`src/rtl/hrmpp_pkg.sv`:
```
// Shared HRMPP definitions: field widths, the scheduler state type and a
// saturating strike-count helper. The End_Part top imports the same package.
package hrmpp_pkg;

  localparam int STRIP_ID_W = 4;
  localparam int WIDTH_W    = 8;
  localparam int STRIKE_W   = 4;

  typedef enum logic [0:0] {
    IDLE = 1'b0,
    SCAN = 1'b1
  } state_e;

  // Strike counter stops at all-ones instead of wrapping.
  function automatic logic [STRIKE_W-1:0] strike_inc(input logic [STRIKE_W-1:0] c);
    return (c == '1) ? c : c + 1'b1;
  endfunction

endpackage

```
`src/rtl/strip_placement_scheduler_if.sv`:
```
// Requester handshake plus End_Part write-stage bus of the placement scheduler.
interface strip_placement_scheduler_if #(
  parameter int NUM_REQ = 4
);
  import hrmpp_pkg::*;

  logic [NUM_REQ-1:0]         req_valid;
  logic [WIDTH_W*NUM_REQ-1:0] req_width;
  logic [NUM_REQ-1:0]         req_ready;
  logic                       busy;
  logic                       issue_valid;
  logic [2:0]                 issue_req_id;
  logic                       strike_flag_write;
  logic [STRIP_ID_W-1:0]      strip_ID_write;
  logic [WIDTH_W-1:0]         old_occupied_width_write;
  logic [WIDTH_W-1:0]         new_occupied_width_write;
  logic [STRIKE_W-1:0]        strike_counter_write;

  // Requester / observer side.
  modport master (
    output req_valid, req_width,
    input  req_ready, busy, issue_valid, issue_req_id, strike_flag_write,
           strip_ID_write, old_occupied_width_write, new_occupied_width_write,
           strike_counter_write
  );

  // Scheduler side.
  modport slave (
    input  req_valid, req_width,
    output req_ready, busy, issue_valid, issue_req_id, strike_flag_write,
           strip_ID_write, old_occupied_width_write, new_occupied_width_write,
           strike_counter_write
  );

endinterface

```
`src/rtl/strip_placement_scheduler_rr_arbiter.sv`:
```
// Combinational round-robin arbiter: the first requester at or after ptr wins.
// The pointer register is owned by the parent.
module rr_arbiter #(
  parameter int NUM_REQ = 4
) (
  input  logic [NUM_REQ-1:0] req,
  input  logic [2:0]         ptr,
  output logic [NUM_REQ-1:0] grant,
  output logic [2:0]         grant_idx,
  output logic               grant_any
);

  // Walk offsets from farthest to nearest so the nearest valid requester wins last.
  always_comb begin
    grant     = '0;
    grant_idx = '0;
    grant_any = 1'b0;
    for (int off = NUM_REQ - 1; off >= 0; off--) begin
      for (int i = 0; i < NUM_REQ; i++) begin
        if (((int'(ptr) + off) % NUM_REQ == i) && req[i]) begin
          grant     = '0;
          grant[i]  = 1'b1;
          grant_idx = 3'(i);
          grant_any = 1'b1;
        end
      end
    end
  end

endmodule

```
`src/rtl/strip_placement_scheduler.sv`:
```
// Round-robin request intake plus first-fit scan of a private strip-width table,
// driving the End_Part write stage. Write outputs hold between issues because
// End_Part rewrites its array every clock.
module strip_placement_scheduler
  import hrmpp_pkg::*;
#(
  parameter int                 NUM_REQ    = 4,
  parameter int                 NUM_STRIPS = 14,
  parameter logic [WIDTH_W-1:0] CAPACITY   = 8'd64
) (
  input logic                        clk,
  input logic                        rst,
  input logic                        clear_table,
  strip_placement_scheduler_if.slave bus
);

  localparam logic [STRIP_ID_W-1:0] LAST_IDX = STRIP_ID_W'(NUM_STRIPS - 1);

  state_e                state_reg;
  logic [2:0]            rr_ptr_reg;
  logic [2:0]            rr_ptr_next;
  logic [STRIP_ID_W-1:0] idx_reg;
  logic [WIDTH_W-1:0]    width_reg;
  logic [2:0]            id_reg;
  logic [WIDTH_W-1:0]    table_reg [NUM_STRIPS];
  logic [STRIKE_W-1:0]   count_reg;

  logic                  issue_valid_reg;
  logic                  flag_reg;
  logic [STRIP_ID_W-1:0] strip_reg;
  logic [WIDTH_W-1:0]    old_reg;
  logic [WIDTH_W-1:0]    new_reg;
  logic [2:0]            issue_id_reg;

  logic [WIDTH_W-1:0]    req_width_arr [NUM_REQ];
  logic [WIDTH_W-1:0]    sel_width;
  logic [NUM_REQ-1:0]    grant;
  logic [2:0]            grant_idx;
  logic                  grant_any;
  logic [WIDTH_W:0]      sum9;
  logic                  fit;

  genvar gi;
  generate
    for (gi = 0; gi < NUM_REQ; gi++) begin : g_unpack
      assign req_width_arr[gi] = bus.req_width[WIDTH_W*gi +: WIDTH_W];
    end
  endgenerate

  rr_arbiter #(.NUM_REQ(NUM_REQ)) u_arb (
    .req       (bus.req_valid),
    .ptr       (rr_ptr_reg),
    .grant     (grant),
    .grant_idx (grant_idx),
    .grant_any (grant_any)
  );

  // Width of the granted requester and the pointer position just past it.
  always_comb begin
    sel_width = '0;
    for (int i = 0; i < NUM_REQ; i++) begin
      if (grant_idx == 3'(i)) sel_width = req_width_arr[i];
    end
    rr_ptr_next = (grant_idx == 3'(NUM_REQ - 1)) ? 3'd0 : grant_idx + 3'd1;
  end

  // Fit test at 9 bits so an oversize sum cannot wrap into range.
  assign sum9 = {1'b0, table_reg[idx_reg]} + {1'b0, width_reg};
  assign fit  = (width_reg != '0) && (sum9 <= {1'b0, CAPACITY});

  assign bus.req_ready = (state_reg == IDLE && !rst && !clear_table) ? grant : '0;
  assign bus.busy                     = (state_reg == SCAN);
  assign bus.issue_valid              = issue_valid_reg;
  assign bus.issue_req_id             = issue_id_reg;
  assign bus.strike_flag_write        = flag_reg;
  assign bus.strip_ID_write           = strip_reg;
  assign bus.old_occupied_width_write = old_reg;
  assign bus.new_occupied_width_write = new_reg;
  assign bus.strike_counter_write     = count_reg;

  // Intake, strip scan, table update and write-stage output registers.
  always_ff @(posedge clk) begin
    if (rst) begin
      state_reg       <= IDLE;
      rr_ptr_reg      <= '0;
      idx_reg         <= '0;
      width_reg       <= '0;
      id_reg          <= '0;
      count_reg       <= '0;
      issue_valid_reg <= 1'b0;
      flag_reg        <= 1'b0;
      strip_reg       <= '0;
      old_reg         <= '0;
      new_reg         <= '0;
      issue_id_reg    <= '0;
      for (int i = 0; i < NUM_STRIPS; i++) table_reg[i] <= '0;
    end else if (clear_table) begin
      // Any in-flight scan is dropped; outputs point at an empty strip 0.
      state_reg       <= IDLE;
      idx_reg         <= '0;
      count_reg       <= '0;
      issue_valid_reg <= 1'b0;
      flag_reg        <= 1'b0;
      strip_reg       <= '0;
      old_reg         <= '0;
      new_reg         <= '0;
      for (int i = 0; i < NUM_STRIPS; i++) table_reg[i] <= '0;
    end else begin
      issue_valid_reg <= 1'b0;
      case (state_reg)
        IDLE: begin
          if (grant_any) begin
            width_reg  <= sel_width;
            id_reg     <= grant_idx;
            rr_ptr_reg <= rr_ptr_next;
            idx_reg    <= '0;
            state_reg  <= SCAN;
          end
        end
        SCAN: begin
          if (fit) begin
            old_reg            <= table_reg[idx_reg];
            new_reg            <= sum9[WIDTH_W-1:0];
            strip_reg          <= idx_reg;
            flag_reg           <= 1'b0;
            table_reg[idx_reg] <= sum9[WIDTH_W-1:0];
            issue_id_reg       <= id_reg;
            issue_valid_reg    <= 1'b1;
            state_reg          <= IDLE;
          end else if (idx_reg != LAST_IDX) begin
            idx_reg <= idx_reg + 1'b1;
          end else begin
            // Strike: rewrite strip 0 with its own width so the write is harmless.
            old_reg         <= table_reg[0];
            new_reg         <= table_reg[0];
            strip_reg       <= '0;
            flag_reg        <= 1'b1;
            count_reg       <= strike_inc(count_reg);
            issue_id_reg    <= id_reg;
            issue_valid_reg <= 1'b1;
            state_reg       <= IDLE;
          end
        end
        default: state_reg <= IDLE;
      endcase
    end
  end

endmodule

```
`src/flat_wrapper.sv`:
```
// flat-port wrapper written by rule: the top's interface ports become plain ports
module strip_placement_scheduler_flat import hrmpp_pkg::*;
#(
  parameter int                 NUM_REQ    = 4,
  parameter int                 NUM_STRIPS = 14,
  parameter logic [WIDTH_W-1:0] CAPACITY   = 8'd64
)
  (clk, rst, clear_table, bus_req_valid, bus_req_width, bus_req_ready, bus_busy, bus_issue_valid, bus_issue_req_id, bus_strike_flag_write, bus_strip_ID_write, bus_old_occupied_width_write, bus_new_occupied_width_write, bus_strike_counter_write);
  strip_placement_scheduler_if #(.NUM_REQ(NUM_REQ)) bus_i ();
  input logic clk;
  input logic rst;
  input logic clear_table;
  input wire logic [$bits(bus_i.req_valid)-1:0] bus_req_valid;
  input wire logic [$bits(bus_i.req_width)-1:0] bus_req_width;
  output wire logic [$bits(bus_i.req_ready)-1:0] bus_req_ready;
  output wire logic [$bits(bus_i.busy)-1:0] bus_busy;
  output wire logic [$bits(bus_i.issue_valid)-1:0] bus_issue_valid;
  output wire logic [$bits(bus_i.issue_req_id)-1:0] bus_issue_req_id;
  output wire logic [$bits(bus_i.strike_flag_write)-1:0] bus_strike_flag_write;
  output wire logic [$bits(bus_i.strip_ID_write)-1:0] bus_strip_ID_write;
  output wire logic [$bits(bus_i.old_occupied_width_write)-1:0] bus_old_occupied_width_write;
  output wire logic [$bits(bus_i.new_occupied_width_write)-1:0] bus_new_occupied_width_write;
  output wire logic [$bits(bus_i.strike_counter_write)-1:0] bus_strike_counter_write;
  assign bus_i.req_valid = bus_req_valid;
  assign bus_i.req_width = bus_req_width;
  assign bus_req_ready = bus_i.req_ready;
  assign bus_busy = bus_i.busy;
  assign bus_issue_valid = bus_i.issue_valid;
  assign bus_issue_req_id = bus_i.issue_req_id;
  assign bus_strike_flag_write = bus_i.strike_flag_write;
  assign bus_strip_ID_write = bus_i.strip_ID_write;
  assign bus_old_occupied_width_write = bus_i.old_occupied_width_write;
  assign bus_new_occupied_width_write = bus_i.new_occupied_width_write;
  assign bus_strike_counter_write = bus_i.strike_counter_write;
  strip_placement_scheduler #(.NUM_REQ(NUM_REQ), .NUM_STRIPS(NUM_STRIPS), .CAPACITY(CAPACITY)) u_core (.clk(clk), .rst(rst), .clear_table(clear_table), .bus(bus_i));
endmodule
```
`config.mk`:
```
export PLATFORM = sky130hd
export DESIGN_NAME = strip_placement_scheduler_flat
export DESIGN_NICKNAME = d
export VERILOG_FILES = /design/src/rtl/hrmpp_pkg.sv /design/src/rtl/strip_placement_scheduler_if.sv /design/src/rtl/strip_placement_scheduler_rr_arbiter.sv /design/src/rtl/strip_placement_scheduler.sv /design/src/flat_wrapper.sv
export SDC_FILE = /design/constraint.sdc
export NUM_CORES = 1
export LEC_CHECK = 0
export BUFFER_PORTS_ARGS = -buffer_cell sky130_fd_sc_hd__buf_4
export CORE_AREA = 3 3 159 161
export DETAILED_ROUTE_END_ITERATION = 8
export DIE_AREA = 0 0 162 164
export GPL_TIMING_DRIVEN = 0
export PLACE_DENSITY = 0.63
export SLEW_MARGIN = 5
export SYNTH_ARGS = -nofsm -noshare
export SYNTH_HDL_FRONTEND = slang
export SYNTH_SLANG_ARGS = --single-unit
```
`constraint.sdc`:
```
create_clock -name clk -period 6.4 [get_ports clk]
set_input_delay 0.64 -clock clk [delete_from_list [all_inputs] [get_ports clk]]
set_output_delay 0.64 -clock clk [all_outputs]
set_load 0.02 [all_outputs]
```
==> reports/metrics.cfg, run 1 <==
[status]
status=complete, no violations

[sta]
slew_headroom=0.323
hold_viol=0
period_minus_slack_ns=6.07
finClkSkew_ns=0.0116
finalCritPeriodShare=0.948
fmax_ghz=0.165
rsz0062_at_grt=true
slew_viol_final=0
setup_viol=0
worst_pin_slew_ns=1.01

[pwr]
leakagePower_nw=3.62
powerDensity_nw_per_um2=279
peakVddDrop_mv=0.127

[min_path]
hold_class=flip-flop to flip-flop
holdPathStages=2

[global_routing]
grt_use_total=0.176
grt_pass1_wl_mm=34.9
grt.overflow.total=0
grt_pass1_vias=5894
grt_max_degree=18
antenna_found_initial=0

[synth]
muxShareOfSynthArea=0.120
synth_edf_count=128
synth-seq-cells=177
synth_area_per_cell_sq_um=11.7
synth_cells=713
synth_fa_ha_area_frac=0.0278
ys_top_cells_by_area=edfxtp_1 (46%), dfxtp_1 (12%), mux4_2 (11%)
synth_top_family_by_area=simple AND/OR/NAND/NOR gates
synth_compound_area_frac=0.102
async_reset_ff_frac=0
synth_top_area_frac=0.460
synthDistinctLibCells=59
yosysSeqAreaShare=0.577
yosys_warnings=0
yosysTopAreaCell=edfxtp_1
synth_top_flop_cell=edfxtp_1
synthXorXnorAreaFrac=0.00898
syn_area_sq_um=8360
synth-simple-area-share=0.130

[final_layout]
final_nets=873
fin_area_sq_um=10000
regArea_sq_um=4820
fill_cells=2348
n_antenna_cell=0
area_delta_synth_final_pct=19.6
final_cells=1153
drive_gt1_frac=0.210
multi_input_area_sq_um=3330
largest_reg_flops=128

[clocking]
cts_sinks=177
clock_latency_ns=0.43
clkTransAtPathRegs_ns=0.07
cts_buffers=17
clock-root-buffer=clkbuf_16
clock_tree.buffer_depth=2
htree_num_levels=4
tritoncts=yes

[floorplan]
die_height_um=164
rows=57
io_pins=73
fp.dieW_um=162
core_sq_um=24100
die_area_sq_um=26600
start_util=0.347

[route]
drc_errors=0
wire_per_inst_um=20.3
drt-vias-per-instance=5.31
num_vias=6127
drt_first_pass_iters=6
first_iter_violations=631
wl_mm=23.4
ant_nets=0

[critical_path]
worst_setup_path_end_kind=flip-flop
rr_worst_depth=14
start_kind=flip-flop
cp.arrival_ns=6.13
cp_data_required_time_ns=6.46
cp_max_fo=10
criticalPathCategory=flip-flop to flip-flop

[placement]
place_inst=1121
io_buffers=69
place_congestion=0.890
post-dp-hpwl_mm=17.3
postPlaceCellArea_sq_um=9350

[run]
maxCapViolCount=0

-- logic make-up (layout without fill, tap and decap cells) --
kind of cell | count (synthesis) | after routing
buffers and inverters | 71 | 173
adder cells (fa/ha/maj) | 18 | 18
AND/OR/NAND/NOR | 254 | 254
AO/OA/AOI/OAI | 136 | 136
other | 1 | 15
XOR/XNOR | 6 | 6
multiplexers | 50 | 50
flip-flops | 177 | 177
-- layout make-up --
type / instances / area share
repair buffers: 70 / 0.0525
multi-input cells: 479 / 0.333
clock inverters: 15 / 0.0198
inverters: 21 / 0.00788
flip-flops and latches: 177 / 0.482
plain buffers: 50 / 0.0219
clock buffers: 17 / 0.0425
well taps: 324 / 0.0405
-- per-stage QoR --
step                hold WS [ns]  setup TNS (ns)  setup WS (ns)  power [mW]  utilization
floorplan                  0.460               0           1.13        1.56            -
global placement           0.476          -51.60         -0.517        1.70        0.387
detailed placement         0.485          -46.64         -0.615        1.71        0.388
CTS                        0.500               0         0.0554        2.79        0.415
global route               0.518           -2.59        -0.0561        2.88        0.415
finish                     0.496               0          0.330        2.79        0.415
-- cells in the final DEF (no fill, tap or decap), drive strengths merged, types with 5 or more instances in the layout --
cell type / count
nor2: 143
edfxtp: 128
buf: 85
nand2: 53
clkbuf: 51
dfxtp: 49
o21ai: 44
mux4: 40
a21oi: 35
inv: 26
ha: 17
nor3: 16
nand3: 15
conb: 15
o211ai: 12
a31oi: 11
mux2i: 10
a22oi: 7
clkinv: 7
nor4: 5
a211oi: 5
-- report_power, final --
group | total (mW) | switching [mW] | internal, mW
logic | 0.393 | 0.271 | 0.122
clock network | 1.10 | 0.474 | 0.628
registers | 1.30 | 0.0201 | 1.28
-- timing repair --
action | 4_1_cts | 5_1_grt
resized for setup | 18 | 9
endpoints found under the setup margin | 120 | 120
cloned | 0 | 0
hold buffers | 0 | 0
buffers inserted | 0 | 0
-- synth_stat cells, types with 3 or more instances --
cell      number
nor2_1       136
edfxtp_1     128
nand2_1       53
dfxtp_1       49
mux4_2        40
o21ai_0       40
a21oi_1       35
clkbuf_1      33
inv_1         19
ha_1          17
nand3_1       15
nor3_1        15
a31oi_1       11
o211ai_1      11
mux2i_1       10
buf_1          8
a22oi_1        7
buf_2          7
nor2_2         7
nor4_1         5
a211oi_1       4
o21a_1         4
o21ai_1        4
o31ai_1        4
or3_1          4
and3_1         3
nand2b_1       3
nor2b_1        3
o22ai_1        3
-- worst max-delay path, cell delays in order (launching register included) --
cell,delay [ns]
dfxtp_1,0.31
clkbuf_1,0.33
clkdlybuf4s18_2,0.54
mux4_2,0.63
mux4_2,0.55
ha_1,0.41
xor2_2,0.45
inv_2,0.22
nor3_2,0.13
and4_1,0.29
o211ai_4,0.13
nor2_1,0.15
clkbuf_1,0.52
nand2_1,0.23
o21ai_1,0.77
-- final timing paths --
path                                  end              from  slack [ns]
hold reg to reg          u_core.id_reg[1]  u_core.id_reg[1]        0.50
setup / recovery  u_core.table_reg[11][7]         flip-flop        0.33
setup reg to reg  u_core.table_reg[11][7]         flip-flop        0.33
hold / removal           u_core.id_reg[1]  u_core.id_reg[1]        0.50
-- routing by layer --
layer | GRT usage | vias to the layer above | share of wire | routed length [um]
met1 | 0.228 | 3034 | 0.40 | 9360
li1 | - | 2824 | - | -
met2 | 0.290 | 240 | 0.50 | 11700
met4 | 0.0489 | 0 | 0.016 | 383
met3 | 0.0522 | 29 | 0.086 | 2010
met5 | 0 | - | 0 | 0
Power figures use the tool's default switching activity.
==> run 2, diff against run 1 <==
--- a/config.mk
+++ b/config.mk
@@ -5,12 +5,13 @@
 export SDC_FILE = /design/constraint.sdc
 export NUM_CORES = 1
 export LEC_CHECK = 0
-export BUFFER_PORTS_ARGS = -buffer_cell sky130_fd_sc_hd__buf_4
+export BUFFER_PORTS_ARGS = -buffer_cell sky130_fd_sc_hd__clkbuf_2
 export CORE_AREA = 3 3 159 161
 export DETAILED_ROUTE_END_ITERATION = 8
 export DIE_AREA = 0 0 162 164
 export GPL_TIMING_DRIVEN = 0
 export PLACE_DENSITY = 0.63
+export RECOVER_POWER = 25
 export SLEW_MARGIN = 5
 export SYNTH_ARGS = -nofsm -noshare
 export SYNTH_HDL_FRONTEND = slang
==> reports/metrics.cfg, run 2 (synthesis gave the netlist of run 1 again) <==
[status]
status=complete, no violations

[clocking]
clock-root-buffer=clkbuf_16
cts_buffers=17
cts.repair.resized=26
clock_tree.buffer_depth=2
cts_setup_buffers=0
clock_latency_ns=0.44
tritoncts=yes
postCtsHoldBufs=0
cts_sinks=177
htree_num_levels=4
clkTransAtPathRegs_ns=0.07

[placement]
place_inst=1121
io_buffers=69
place_congestion=0.873
post-dp-hpwl_mm=16.8

[critical_path]
cp.arrival_ns=6.15
max_stage_delay_ns=0.71
reg2reg_setup_slack_ns=0.31
criticalPathCategory=flip-flop to flip-flop
rr_worst_depth=16
worst_setup_path_end_kind=flip-flop
cp_num_buf_inv=5
crit_slowest_cell=o21ai_1
crit_cells=16
start_kind=flip-flop
path_cells=clkbuf_1 -> buf_2 -> mux4_2 -> mux4_2 -> ha_1 -> inv_1 -> fa_1 -> xor2_2 -> inv_2 -> nor3_2 -> and4_1 -> o211ai_4 -> nor2_1 -> clkbuf_1 -> nand2_1 -> o21ai_1
cp_data_required_time_ns=6.47
cp_max_fo=10
critPathTopFamily=buffers and inverters

[sta]
period_minus_slack_ns=6.09
fmax_ghz=0.164
slew_headroom=0.348
finalCritPeriodShare=0.951
whs_ns=0.497
setup_viol=0
finClkSkew_ns=0.0113
slew_viol_final=0
rsz0062_at_grt=false
hold_viol=0
fin_setup_tns_ns=0
worst_pin_slew_ns=0.976

[min_path]
hold_class=flip-flop to flip-flop
holdPathStages=2

[final_layout]
final_common_cell=nor2_1
largest_reg_flops=128
final_nets=873
final_cells=1152
mostFrequentLayoutCells=nor2_1 (134), edfxtp_1 (128), clkbuf_1 (68)
regArea_sq_um=4820
n_antenna_cell=0
multi_input_area_sq_um=3350
fill_cells=2333
area_delta_synth_final_pct=17.6
drive_gt1_frac=0.178

[route]
first_iter_violations=648
ant_nets=0
wire_per_inst_um=20.1
drt_first_pass_iters=7
drc_errors=0
drt-vias-per-instance=5.33
num_vias=6145
wl_mm=23.1

[global_routing]
grt_max_degree=17
antenna_found_initial=1
grt_pass1_vias=5829
grt_use_total=0.174
grt_pass1_wl_mm=34.5
grt.overflow.total=0

[pwr]
peakVddDrop_mv=0.133
powerDensity_nw_per_um2=289
leakagePower_nw=3.48

[floorplan]
die_area_sq_um=26600
core_sq_um=24100
io_pins=73
die_height_um=164
rows=57
start_util=0.347
fp.dieW_um=162

[run]
maxCapViolCount=0

-- run 2: cell types whose count changed in the layout (fill, tap and decap cells not counted), moves of 2 or more --
| cell | previous run | this run |
|---|---|---|
| clkinv_2 | 0 | 2 |
| buf_4 | 71 | 2 |
| clkbuf_2 | 0 | 37 |
| o21ai_2 | 2 | 10 |
| clkbuf_1 | 33 | 68 |
| buf_2 | 8 | 6 |
| o21ai_1 | 15 | 5 |
| clkinv_4 | 5 | 1 |
| o21ai_0 | 27 | 29 |
| bufinv_16 | 3 | 5 |
-- run 2: tightest hold or removal path, stage by stage, from the launching register on --
cell	delay, ns
dfxtp_1	0.32
mux2i_1	0.06
nor2_1	0.08
-- run 2: power breakdown --
group	internal, mW	leakage (nW)	switching, mW
Clock	0.700	0.322	0.465
Combinational	0.112	1.38	0.269
Sequential	1.28	1.78	0.0205
-- run 2: routing by layer --
layer / wire, um / global-route usage / vias up
met4: 487 / 0.0551 / 2
li1: - / - / 2825
met3: 1670 / 0.0411 / 37
met1: 9660 / 0.237 / 3026
met5: 13 / 0 / -
met2: 11300 / 0.278 / 255
-- run 2: worst paths after layout --
check,endpoint,from
hold / removal,u_core.bus.issue_req_id[1],u_core.id_reg[1]
hold reg to reg,u_core.bus.issue_req_id[1],u_core.id_reg[1]
setup reg to reg,u_core.table_reg[2][2],flip-flop
setup / recovery,u_core.table_reg[2][2],flip-flop
-- run 2: metrics by stage --
stage	utilization	power [mW]	area (sq um)	setup slack [ns]
2_1_floorplan	-	1.56	8420	1.13
3_3_place_gp	0.380	1.69	9170	-0.492
3_5_place_dp	0.381	1.69	9180	-0.591
4_1_cts	0.410	2.84	9880	0.00115
5_1_grt	0.408	2.94	9840	0.00278
6_report	0.408	2.84	9840	0.312
-- run 2: final cells by class --
cell class,instances,share of cell area
tap,324,0.0412
timing repair buffer,70,0.0317
clock buffer,17,0.0432
sequential,177,0.490
buffer,50,0.0215
clock inverter,14,0.0230
multi-input combinational,479,0.341
inverter,21,0.00801
